$ cat src/rtl/psum_accumulator_if.sv
// Partial-sum input stream and ofmap output handshake between a PE and its accumulator.
interface psum_accumulator_if #(
    parameter int PSUM_W = 10,
    parameter int OUT_W  = 8
);
    logic [PSUM_W-1:0] psum_i;
    logic              psum_valid_i;
    logic [OUT_W-1:0]  out_data_o;
    logic              out_valid_o;
    logic              out_ready_i;

    // master: the PE/consumer side driving psums and ready
    modport master (
        output psum_i, psum_valid_i, out_ready_i,
        input  out_data_o, out_valid_o
    );

    modport slave (
        input  psum_i, psum_valid_i, out_ready_i,
        output out_data_o, out_valid_o
    );
endinterface

$ cat src/rtl/psum_accumulator.sv
// Accumulates NUM_PASSES psum passes into a ROW_LEN buffer and drains saturated ofmap values.
// Optional: define PSUM_ACC_RELU_EN to clamp negative outputs to zero.
//
// state | meaning
// ACCUM | accepting one psum per cycle into acc[idx], advancing idx/pass
// DRAIN | presenting sat(acc[rd_idx]); psums arriving here are dropped
module psum_accumulator #(
    parameter int PSUM_W     = 10,
    parameter int OUT_W      = 8,
    parameter int ROW_LEN    = 4,
    parameter int NUM_PASSES = 3
) (
    input  logic                clk,
    input  logic                rst_n,
    input  logic                clear_i,
    psum_accumulator_if.slave   bus,
    output logic                busy_o,
    output logic                overflow_o
);
    localparam int ACC_W  = PSUM_W + $clog2(NUM_PASSES);
    localparam int IDX_W  = (ROW_LEN > 1) ? $clog2(ROW_LEN) : 1;
    localparam int PASS_W = (NUM_PASSES > 1) ? $clog2(NUM_PASSES) : 1;

    localparam logic [IDX_W-1:0]         LAST_IDX  = IDX_W'(ROW_LEN - 1);
    localparam logic [PASS_W-1:0]        LAST_PASS = PASS_W'(NUM_PASSES - 1);
    localparam logic signed [ACC_W-1:0]  SAT_MAX   = ACC_W'((2 ** (OUT_W - 1)) - 1);
    localparam logic signed [ACC_W-1:0]  SAT_MIN   = ~SAT_MAX;

    typedef enum logic {ACCUM, DRAIN} state_e;

    state_e                    state_q, state_d;
    logic [IDX_W-1:0]          idx_q, idx_d;
    logic [PASS_W-1:0]         pass_q, pass_d;
    logic [IDX_W-1:0]          rd_idx_q, rd_idx_d;
    logic signed [ACC_W-1:0]   acc_q [ROW_LEN];
    logic signed [ACC_W-1:0]   acc_d [ROW_LEN];
    logic [OUT_W-1:0]          out_data_q, out_data_d;
    logic                      out_valid_q, out_valid_d;
    logic                      busy_q, busy_d;
    logic                      overflow_q, overflow_d;

    logic signed [ACC_W-1:0]   psum_ext;
    logic [IDX_W-1:0]          rd_next;

    function automatic logic [OUT_W-1:0] sat(input logic signed [ACC_W-1:0] v);
        logic signed [ACC_W-1:0] c;
        if (v > SAT_MAX)      c = SAT_MAX;
        else if (v < SAT_MIN) c = SAT_MIN;
        else                  c = v;
`ifdef PSUM_ACC_RELU_EN
        if (c[ACC_W-1]) c = '0;
`endif
        return c[OUT_W-1:0];
    endfunction

    assign psum_ext = ACC_W'($signed(bus.psum_i));
    assign rd_next  = rd_idx_q + IDX_W'(1);

    always_comb begin
        state_d     = state_q;
        idx_d       = idx_q;
        pass_d      = pass_q;
        rd_idx_d    = rd_idx_q;
        acc_d       = acc_q;
        out_data_d  = out_data_q;
        out_valid_d = out_valid_q;
        busy_d      = busy_q;
        overflow_d  = overflow_q;

        if (clear_i) begin
            state_d     = ACCUM;
            idx_d       = '0;
            pass_d      = '0;
            rd_idx_d    = '0;
            overflow_d  = 1'b0;
            out_valid_d = 1'b0;
            busy_d      = 1'b0;
        end else begin
            case (state_q)
                ACCUM: begin
                    if (bus.psum_valid_i) begin
                        // pass 0 overwrites, so the buffer never needs an explicit clear
                        if (pass_q == '0) acc_d[idx_q] = psum_ext;
                        else              acc_d[idx_q] = acc_q[idx_q] + psum_ext;

                        if (idx_q == LAST_IDX) begin
                            idx_d = '0;
                            if (pass_q == LAST_PASS) begin
                                pass_d      = '0;
                                rd_idx_d    = '0;
                                state_d     = DRAIN;
                                out_valid_d = 1'b1;
                                busy_d      = 1'b1;
                                out_data_d  = sat(acc_d[0]);
                            end else begin
                                pass_d = pass_q + PASS_W'(1);
                            end
                        end else begin
                            idx_d = idx_q + IDX_W'(1);
                        end
                    end
                end
                DRAIN: begin
                    if (bus.psum_valid_i) overflow_d = 1'b1;
                    if (out_valid_q && bus.out_ready_i) begin
                        if (rd_idx_q == LAST_IDX) begin
                            state_d     = ACCUM;
                            rd_idx_d    = '0;
                            idx_d       = '0;
                            pass_d      = '0;
                            out_valid_d = 1'b0;
                            busy_d      = 1'b0;
                        end else begin
                            rd_idx_d   = rd_next;
                            out_data_d = sat(acc_q[rd_next]);
                        end
                    end
                end
                default: state_d = ACCUM;
            endcase
        end
    end

    always_ff @(posedge clk or negedge rst_n) begin
        if (!rst_n) begin
            state_q     <= ACCUM;
            idx_q       <= '0;
            pass_q      <= '0;
            rd_idx_q    <= '0;
            for (int i = 0; i < ROW_LEN; i++) acc_q[i] <= '0;
            out_data_q  <= '0;
            out_valid_q <= 1'b0;
            busy_q      <= 1'b0;
            overflow_q  <= 1'b0;
        end else begin
            state_q     <= state_d;
            idx_q       <= idx_d;
            pass_q      <= pass_d;
            rd_idx_q    <= rd_idx_d;
            acc_q       <= acc_d;
            out_data_q  <= out_data_d;
            out_valid_q <= out_valid_d;
            busy_q      <= busy_d;
            overflow_q  <= overflow_d;
        end
    end

    assign bus.out_data_o  = out_data_q;
    assign bus.out_valid_o = out_valid_q;
    assign busy_o          = busy_q;
    assign overflow_o      = overflow_q;
endmodule

$ cat src/flat_wrapper.sv
// flat-port wrapper written by rule: the top's interface ports become plain ports
module psum_accumulator_flat 
#(
    parameter int PSUM_W     = 10,
    parameter int OUT_W      = 8,
    parameter int ROW_LEN    = 4,
    parameter int NUM_PASSES = 3
)
  (clk, rst_n, clear_i, busy_o, overflow_o, bus_psum_i, bus_psum_valid_i, bus_out_ready_i, bus_out_data_o, bus_out_valid_o);
  psum_accumulator_if #(.PSUM_W(PSUM_W), .OUT_W(OUT_W)) bus_i ();
  input  logic clk;
  input  logic rst_n;
  input  logic clear_i;
  output logic busy_o;
  output logic overflow_o;
  input wire logic [$bits(bus_i.psum_i)-1:0] bus_psum_i;
  input wire logic [$bits(bus_i.psum_valid_i)-1:0] bus_psum_valid_i;
  input wire logic [$bits(bus_i.out_ready_i)-1:0] bus_out_ready_i;
  output wire logic [$bits(bus_i.out_data_o)-1:0] bus_out_data_o;
  output wire logic [$bits(bus_i.out_valid_o)-1:0] bus_out_valid_o;
  assign bus_i.psum_i = bus_psum_i;
  assign bus_i.psum_valid_i = bus_psum_valid_i;
  assign bus_i.out_ready_i = bus_out_ready_i;
  assign bus_out_data_o = bus_i.out_data_o;
  assign bus_out_valid_o = bus_i.out_valid_o;
  psum_accumulator #(.PSUM_W(PSUM_W), .OUT_W(OUT_W), .ROW_LEN(ROW_LEN), .NUM_PASSES(NUM_PASSES)) u_core (.clk(clk), .rst_n(rst_n), .clear_i(clear_i), .bus(bus_i), .busy_o(busy_o), .overflow_o(overflow_o));
endmodule
$ cat config.mk
export PLATFORM = sky130hd
export DESIGN_NAME = psum_accumulator_flat
export DESIGN_NICKNAME = d
export VERILOG_FILES = /design/src/rtl/psum_accumulator_if.sv /design/src/rtl/psum_accumulator.sv /design/src/flat_wrapper.sv
export SDC_FILE = /design/constraint.sdc
export NUM_CORES = 1
export LEC_CHECK = 0
export ABC_AREA = 1
export BUFFER_PORTS_ARGS = -buffer_cell sky130_fd_sc_hd__buf_4
export CAP_MARGIN = 30
export CORE_ASPECT_RATIO = 1.25
export CORE_UTILIZATION = 42
export CTS_CLUSTER_SIZE = 30
export DETAILED_ROUTE_END_ITERATION = 12
export PLACE_DENSITY = 0.61
export SYNTH_ARGS = -nofsm -noshare
export SYNTH_HDL_FRONTEND = slang
export SYNTH_SLANG_ARGS = --single-unit
$ cat constraint.sdc
create_clock -name clk -period 2.9 [get_ports clk]
set_clock_uncertainty 0.05 [all_clocks]
set_input_delay 0.145 -clock clk [delete_from_list [all_inputs] [get_ports clk]]
set_output_delay 0.145 -clock clk [all_outputs]
set_load 0.05 [all_outputs]
Yosys cells after proc, flatten, opt, wreduce, memory -nomap -nowiden
Cells that the tools add are included.
{"block": "totals", "reg_bits": 65, "latchBits": 0, "ram_bits": 0, "mem_bits_ro": 0, "inputBits": 15, "output_inout_bits": 11, "elab_cells": 110, "memories": 0}
{"block": "op_classes", "n_addsub": 4, "mul": 0, "div_mod_pow": 0, "magnitude_cmp": 7, "n_eq_ne": 13, "n_shift": 0, "muxes": 59, "n_bitwise": 4, "reduce_logical": 12}
{"cell": "$mux W48", "count": 4}
{"cell": "$bwmux W48", "count": 2}
{"cell": "$mux W8", "count": 9}
{"cell": "$mux W12", "count": 5}
{"cell": "$bmux W12 S2", "count": 2}
{"cell": "$mux W2", "count": 15}
{"cell": "$demux W12 S2", "count": 1}
{"cell": "$gt A12 B8 Y1 const B", "count": 2}
{"cell": "$lt A12 B8 Y1 const B", "count": 2}
{"cell": "$pmux W8 S2", "count": 1}
{"cell": "$mux W1", "count": 15}
{"cell": "$add A12 B10 Y12", "count": 1}
{"cell": "$pmux W2 S2", "count": 3}
{"cell": "$ne A3 B3 Y1 const B", "count": 3}
{"cell": "$reduce_and A4 Y1", "count": 2}
{"cell": "$add A2 B1 Y2 const B", "count": 3}
{"cell": "$eq A2 B2 Y1 const B", "count": 3}
{"cell": "$ge A3 B3 Y1 const B", "count": 2}
{"cell": "$ne A2 B2 Y1 const B", "count": 3}
{"cell": "$ne A3 B2 Y1 const B", "count": 2}
{"cell": "$not A2 Y3", "count": 2}
{"cell": "$reduce_and A3 Y1", "count": 2}
{"cell": "$reduce_and A6 Y1", "count": 1}
{"cell": "$reduce_and A5 Y1", "count": 1}
{"cell": "other kinds (8)", "count": 13}

Longest topological paths before layout
{"block": "depth", "depth_word": 17, "depth_mapped": 21, "depth_no_buf": 20}

Least setup slack after synthesis
OpenSTA, ideal clock, no wires.
{"block": "synth_timing", "path_kind": "register -> register", "startpoint": "register u_core.idx_q[0]", "endpoint": "register u_core.out_data_q[0] (netlist: u_core.bus.out_data_o[0])", "setup_ns": 0.118, "t_arrival_ns": 2.625, "required_time_ns": 2.732, "path_slack_ns": 0.107, "stages_incl_launch_ff": 19, "n_path_buf": 2, "synth_period_minus_slack_ns": 2.793, "path_cell_list": "dfrtp_1 inv_1 clkbuf_1 clkbuf_1 a21oi_1 a21oi_1 ha_1 nand2_1 inv_2 a21oi_1 nand3_1 nand2_1 nand3_1 nand2_2 nand4_2 a21oi_4 nand2_1 nand2_1 nand2_1"}
{"block": "synth_between", "elab_chain_cells": 17, "elab_cells_between_ends": 27, "classes_between": "1 x add/sub; 4 x order compare; 2 x eq/ne; 17 x mux; 1 x bitwise; 2 x reduce/logical"}
{"item": "start: declaration", "line": "psum_accumulator.sv:32", "rtl": "logic [IDX_W-1:0] idx_q, idx_d;"}
{"item": "start signal: assignment", "line": "psum_accumulator.sv:137", "rtl": "idx_q <= idx_d;"}
{"item": "$not A2 Y3 (implied by the code)", "line": "psum_accumulator.sv:83, psum_accumulator.sv:84"}
{"item": "$bmux W12 S2 (tied with other cells)", "line": "psum_accumulator.sv:84", "rtl": "else acc_d[idx_q] = acc_q[idx_q] + psum_ext;"}
{"item": "$mux W12 (implied by the code) / $logic_and A1 B1 Y1 (equally long branches)", "line": "psum_accumulator.sv:84, psum_accumulator.sv:83"}
{"item": "$mux W12, on equally long branches", "line": "psum_accumulator.sv:84, psum_accumulator.sv:83"}
{"item": "$add A12 B10 Y12 / $demux W12 S2 (equally long branches)", "line": "psum_accumulator.sv:84, psum_accumulator.sv:83"}
{"item": "$bwmux W48, on equally long branches", "line": "psum_accumulator.sv:84, psum_accumulator.sv:83"}
{"item": "$mux W48", "line": "psum_accumulator.sv:83", "rtl": "if (pass_q == '0) acc_d[idx_q] = psum_ext;"}
{"item": "$mux W48", "line": "psum_accumulator.sv:81", "rtl": "if (bus.psum_valid_i) begin"}
{"item": "$mux W48", "line": "psum_accumulator.sv:79", "rtl": "case (state_q)"}
{"item": "$mux W48", "line": "psum_accumulator.sv:70", "rtl": "if (clear_i) begin"}
{"item": "$lt A12 B8 Y1", "line": "psum_accumulator.sv:48", "rtl": "else if (v < SAT_MIN) c = SAT_MIN;"}
{"item": "$mux W8", "line": "psum_accumulator.sv:48"}
{"item": "$mux W8", "line": "psum_accumulator.sv:47", "rtl": "if (v > SAT_MAX) c = SAT_MAX;"}
{"item": "$mux W8", "line": "psum_accumulator.sv:88", "rtl": "if (pass_q == LAST_PASS) begin"}
{"item": "$mux W8", "line": "psum_accumulator.sv:86", "rtl": "if (idx_q == LAST_IDX) begin"}
{"item": "$mux W8", "line": "psum_accumulator.sv:81"}
{"item": "$pmux W8 S2", "line": "psum_accumulator.sv:79"}
{"item": "end signal: assignment", "line": "psum_accumulator.sv:141", "rtl": "out_data_q <= out_data_d;"}
{"item": "end: declaration", "line": "psum_accumulator.sv:37", "rtl": "logic [OUT_W-1:0] out_data_q, out_data_d;"}
Several ways; a longest one is shown, not always the timed one. The select of a mux whose other input is x is not followed.
A chain may end at the register's enable or synchronous reset.

Worst setup path in the final report
{"block": "layout_timing", "startpoint": "register u_core.idx_q[0]", "endpoint": "register u_core.out_data_q[6] (netlist: u_core.bus.out_data_o[6])"}
Same word-level chain as after synthesis.

==> impl_metrics.yaml <==
yosys:
  netlist.area_leader.share_pct: 37.2
  synth_xor_area_share_pct: 0.972
  synth_edf_count: 0
  syn_area_um2: 4380
  ys_top_cells_by_area: "dfrtp_1 37%, nand2_1 13%, o21ai_0 11%"
  avgSynthCellArea_um2: 7.08
  yosysWarnings: 0
  synthAdderAreaFrac_pct: 5.03
  synth_mux_area_share_pct: 0.715
  synth_top_area_cell: "dfrtp_1"
  syn_nets: 650
  synthCells: 618
  yosys.area_share.simple_pct: 26.8
  ys_seq_area_share_pct: 37.2
  synth-async-reset-ratio_pct: 100
  ys_seq_elements: 65
  synth_top_family_by_area: "simple AND/OR/NAND/NOR gates"
  yosysUniqueCellTypes: 44
  ys.flop_type: "dfrtp_1"
  synth_compound_area_share_pct: 21.8
route:
  drtIter0Drc: 308
  drc: 0
  wl_per_cell_um: 16.4
  ant_nets: 0
  firstDrtPassIters: 6
  vias_per_cell: 5.56
  routed_wl_um: 13300
  num_vias: 4483
place:
  place_hpwl_um: 9400
  port_buffers: 25
  dp_cells: 782
  globalplace.congestion: 0.908
timing:
  hold_ws_ns: 0.0398
  fin_setup_tns_ns: 0
  period_share_pct: 98.4
  setup-violations-final: 0
  slew_headroom_pct: 44.4
  drv_slew: 0
  tightest_slew_ns: 0.834
  final_hold_viol_count: 0
  timing.fmax_mhz: 350
  min_period_ns: 2.85
  grt_setup_unrepaired: "true"
clock_network:
  clk_latency_ns: 0.33
  htreeDepth: 3
  clockRootBuffer: "clkbuf_16"
  tritoncts: "done"
  path_clk_slew_ns: 0.05
  cts_made_buffers: 9
  cts_buffer_depth: 2
  clock-sinks: 65
critical_path:
  cp.arrival_ns: 3.07
  cp-end-kind: "register"
  crit_required_ns: 3.12
  critPathKind: "register to register"
  critPathMaxFanout: 22
  critPathLaunchType: "register"
cells_and_area:
  fin_util_pct: 56.1
  layout_common_cells: "137 x nand2_1, 83 x o21ai_0, 65 x dfrtp_1, 61 x buf_4, 57 x nor2_1"
  layout.nets: 705
  final_cells: 806
  diodes: 0
  final_common_cell: "nand2_1"
  final_layout_size_suffix_gt1_share_pct: 26.0
  synthToLayoutAreaGrowth_pct: 29.6
  nFillCells: 962
floorplan:
  std_cell_rows: 41
  die_height_um: 116
  io_pins: 26
  die_w_um: 93.3
  start_util_pct: 43.3
  core_area_um2: 10100
  dieArea_um2: 10800
global_route:
  grt_start_max_net_pins: 66
  grt_pass1_vias: 4050
  antenna_found_initial: 0
  gr-total-overflow: 0
  grt_usage_pct: 25.3
  grt_pass1_wl_um: 20800
status:
  status: "complete, no violations"
power:
  p_per_area_nw_per_um2: 1220
  ir_worst_vdd_v: 0.000664
  leakage_nw: 2.70
flow_run:
  drv_cap: 0
min_path:
  min_path_type: "input port to register"
==> report_power, final <==
group	leakage [nW]	total, mW	internal (mW)	switching (mW)
logic	1.75	4.21	1.70	2.51
registers	0.810	1.67	1.30	0.370
clock network	0.144	1.02	0.638	0.386
total	2.70	6.91	3.64	3.27
==> critical path, stage by stage, from the launching register on <==
cell and delay [ns]:
dfrtp_1 0.36, buf_4 0.13, buf_12 0.17, o21ai_2 0.08
o22ai_2 0.23, ha_4 0.26, nand2_4 0.08, inv_1 0.06
a21oi_4 0.17, nand2_2 0.10, a21oi_2 0.17, xor2_1 0.20
nand2_1 0.14, nand2_2 0.16, inv_2 0.07, nand2_4 0.10
nand2_1 0.07, nand2_1 0.07, nand2_1 0.05, nand2_1 0.05
==> metrics by stage <==
| stage | total power [mW] | area, µm² | worst slack [ns] |
|---|---|---|---|
| floorplan | 3.90 | 4380 | 0.107 |
| global placement | 5.02 | 4890 | -0.0448 |
| detailed placement | 5.06 | 4890 | -0.0585 |
| CTS | 6.30 | 5320 | 0.000442 |
| global route | 7.42 | 5670 | -0.0857 |
| finish | 6.91 | 5670 | 0.0462 |
==> worst paths after layout <==
kind	end	start	cells after the start	slack (ns)
min reg2reg	u_core.bus.out_data_o[2]$_DFFE_PN0P_	u_core.bus.out_data_o[2]$_DFFE_PN0P_	2	0.43
max reg2reg	u_core.bus.out_data_o[6]$_DFFE_PN0P_	u_core.idx_q[0]$_DFFE_PN0P_	19	0.05
min in group asynchronous	u_core.state_q$_DFF_PN0_	rst_n	2	0.41
min	u_core.overflow_o$_DFFE_PN0P_	bus_psum_valid_i	3	0.04
max	u_core.bus.out_data_o[6]$_DFFE_PN0P_	u_core.idx_q[0]$_DFFE_PN0P_	19	0.05
max in group asynchronous	u_core.acc_q[17]$_DFFE_PN0P_	rst_n	2	1.84
==> flip-flops by register name (all words and copies together) (netlist names) <==
register,cells
u_core.bus.out_data_o,8
u_core.rd_idx_q,2
u_core.idx_q,2
u_core.state_q,1
u_core.bus.out_valid_o,1
u_core.acc_q,48
u_core.overflow_o,1
u_core.pass_q,2
==> kinds of logic after synthesis <==
logic type,after synthesis
DFF,65
xor gates and xnor gates,4
muxes,3
adders and majority gates,17
buffers and inverters,80
and+or+nand+nor,278
AOI/OAI and AO/OA,171
==> layer usage <==
layer / vias up / share of wire, % / track usage [%]
li1: 2176 / - / -
met1: 2083 / 44 / 34.4
met4: 0 / 2.4 / 8.41
met5: - / 0 / 0
met2: 196 / 47 / 40.9
met3: 28 / 7.0 / 4.43
==> timing repair <==
action,4_1_cts,5_1_grt
pin swaps,20,27
endpoints found under the hold margin,67,0
gates resized for setup,28,66
endpoints found under the setup margin,7,12
buffers inserted,3,4
hold buffers,2,0
gates cloned,1,0
==> area by class of cell <==
class                           count  area [µm²]  share of cell area [%]
Multi-Input combinational cell    473        2810                    49.6
Inverter                           56         213                    3.75
Sequential cell                    65        1630                    28.7
Tap cell                          129         161                    2.85
Clock inverter                      3        15.0                   0.265
Timing Repair Buffer               68         577                    10.2
Clock buffer                       12         267                    4.70
==> synthesized netlist by cell type, types with 8 or more instances <==
cell type and count:
a21oi_1 38, nand3_1 36, dfrtp_1 65, o22ai_1 11, o21ai_0 94, nor2_1 66, ha_1 16, clkbuf_1 11
nand2_1 152, inv_1 49, nand2_2 8
Note: power is estimated with default switching activity, not from simulation.
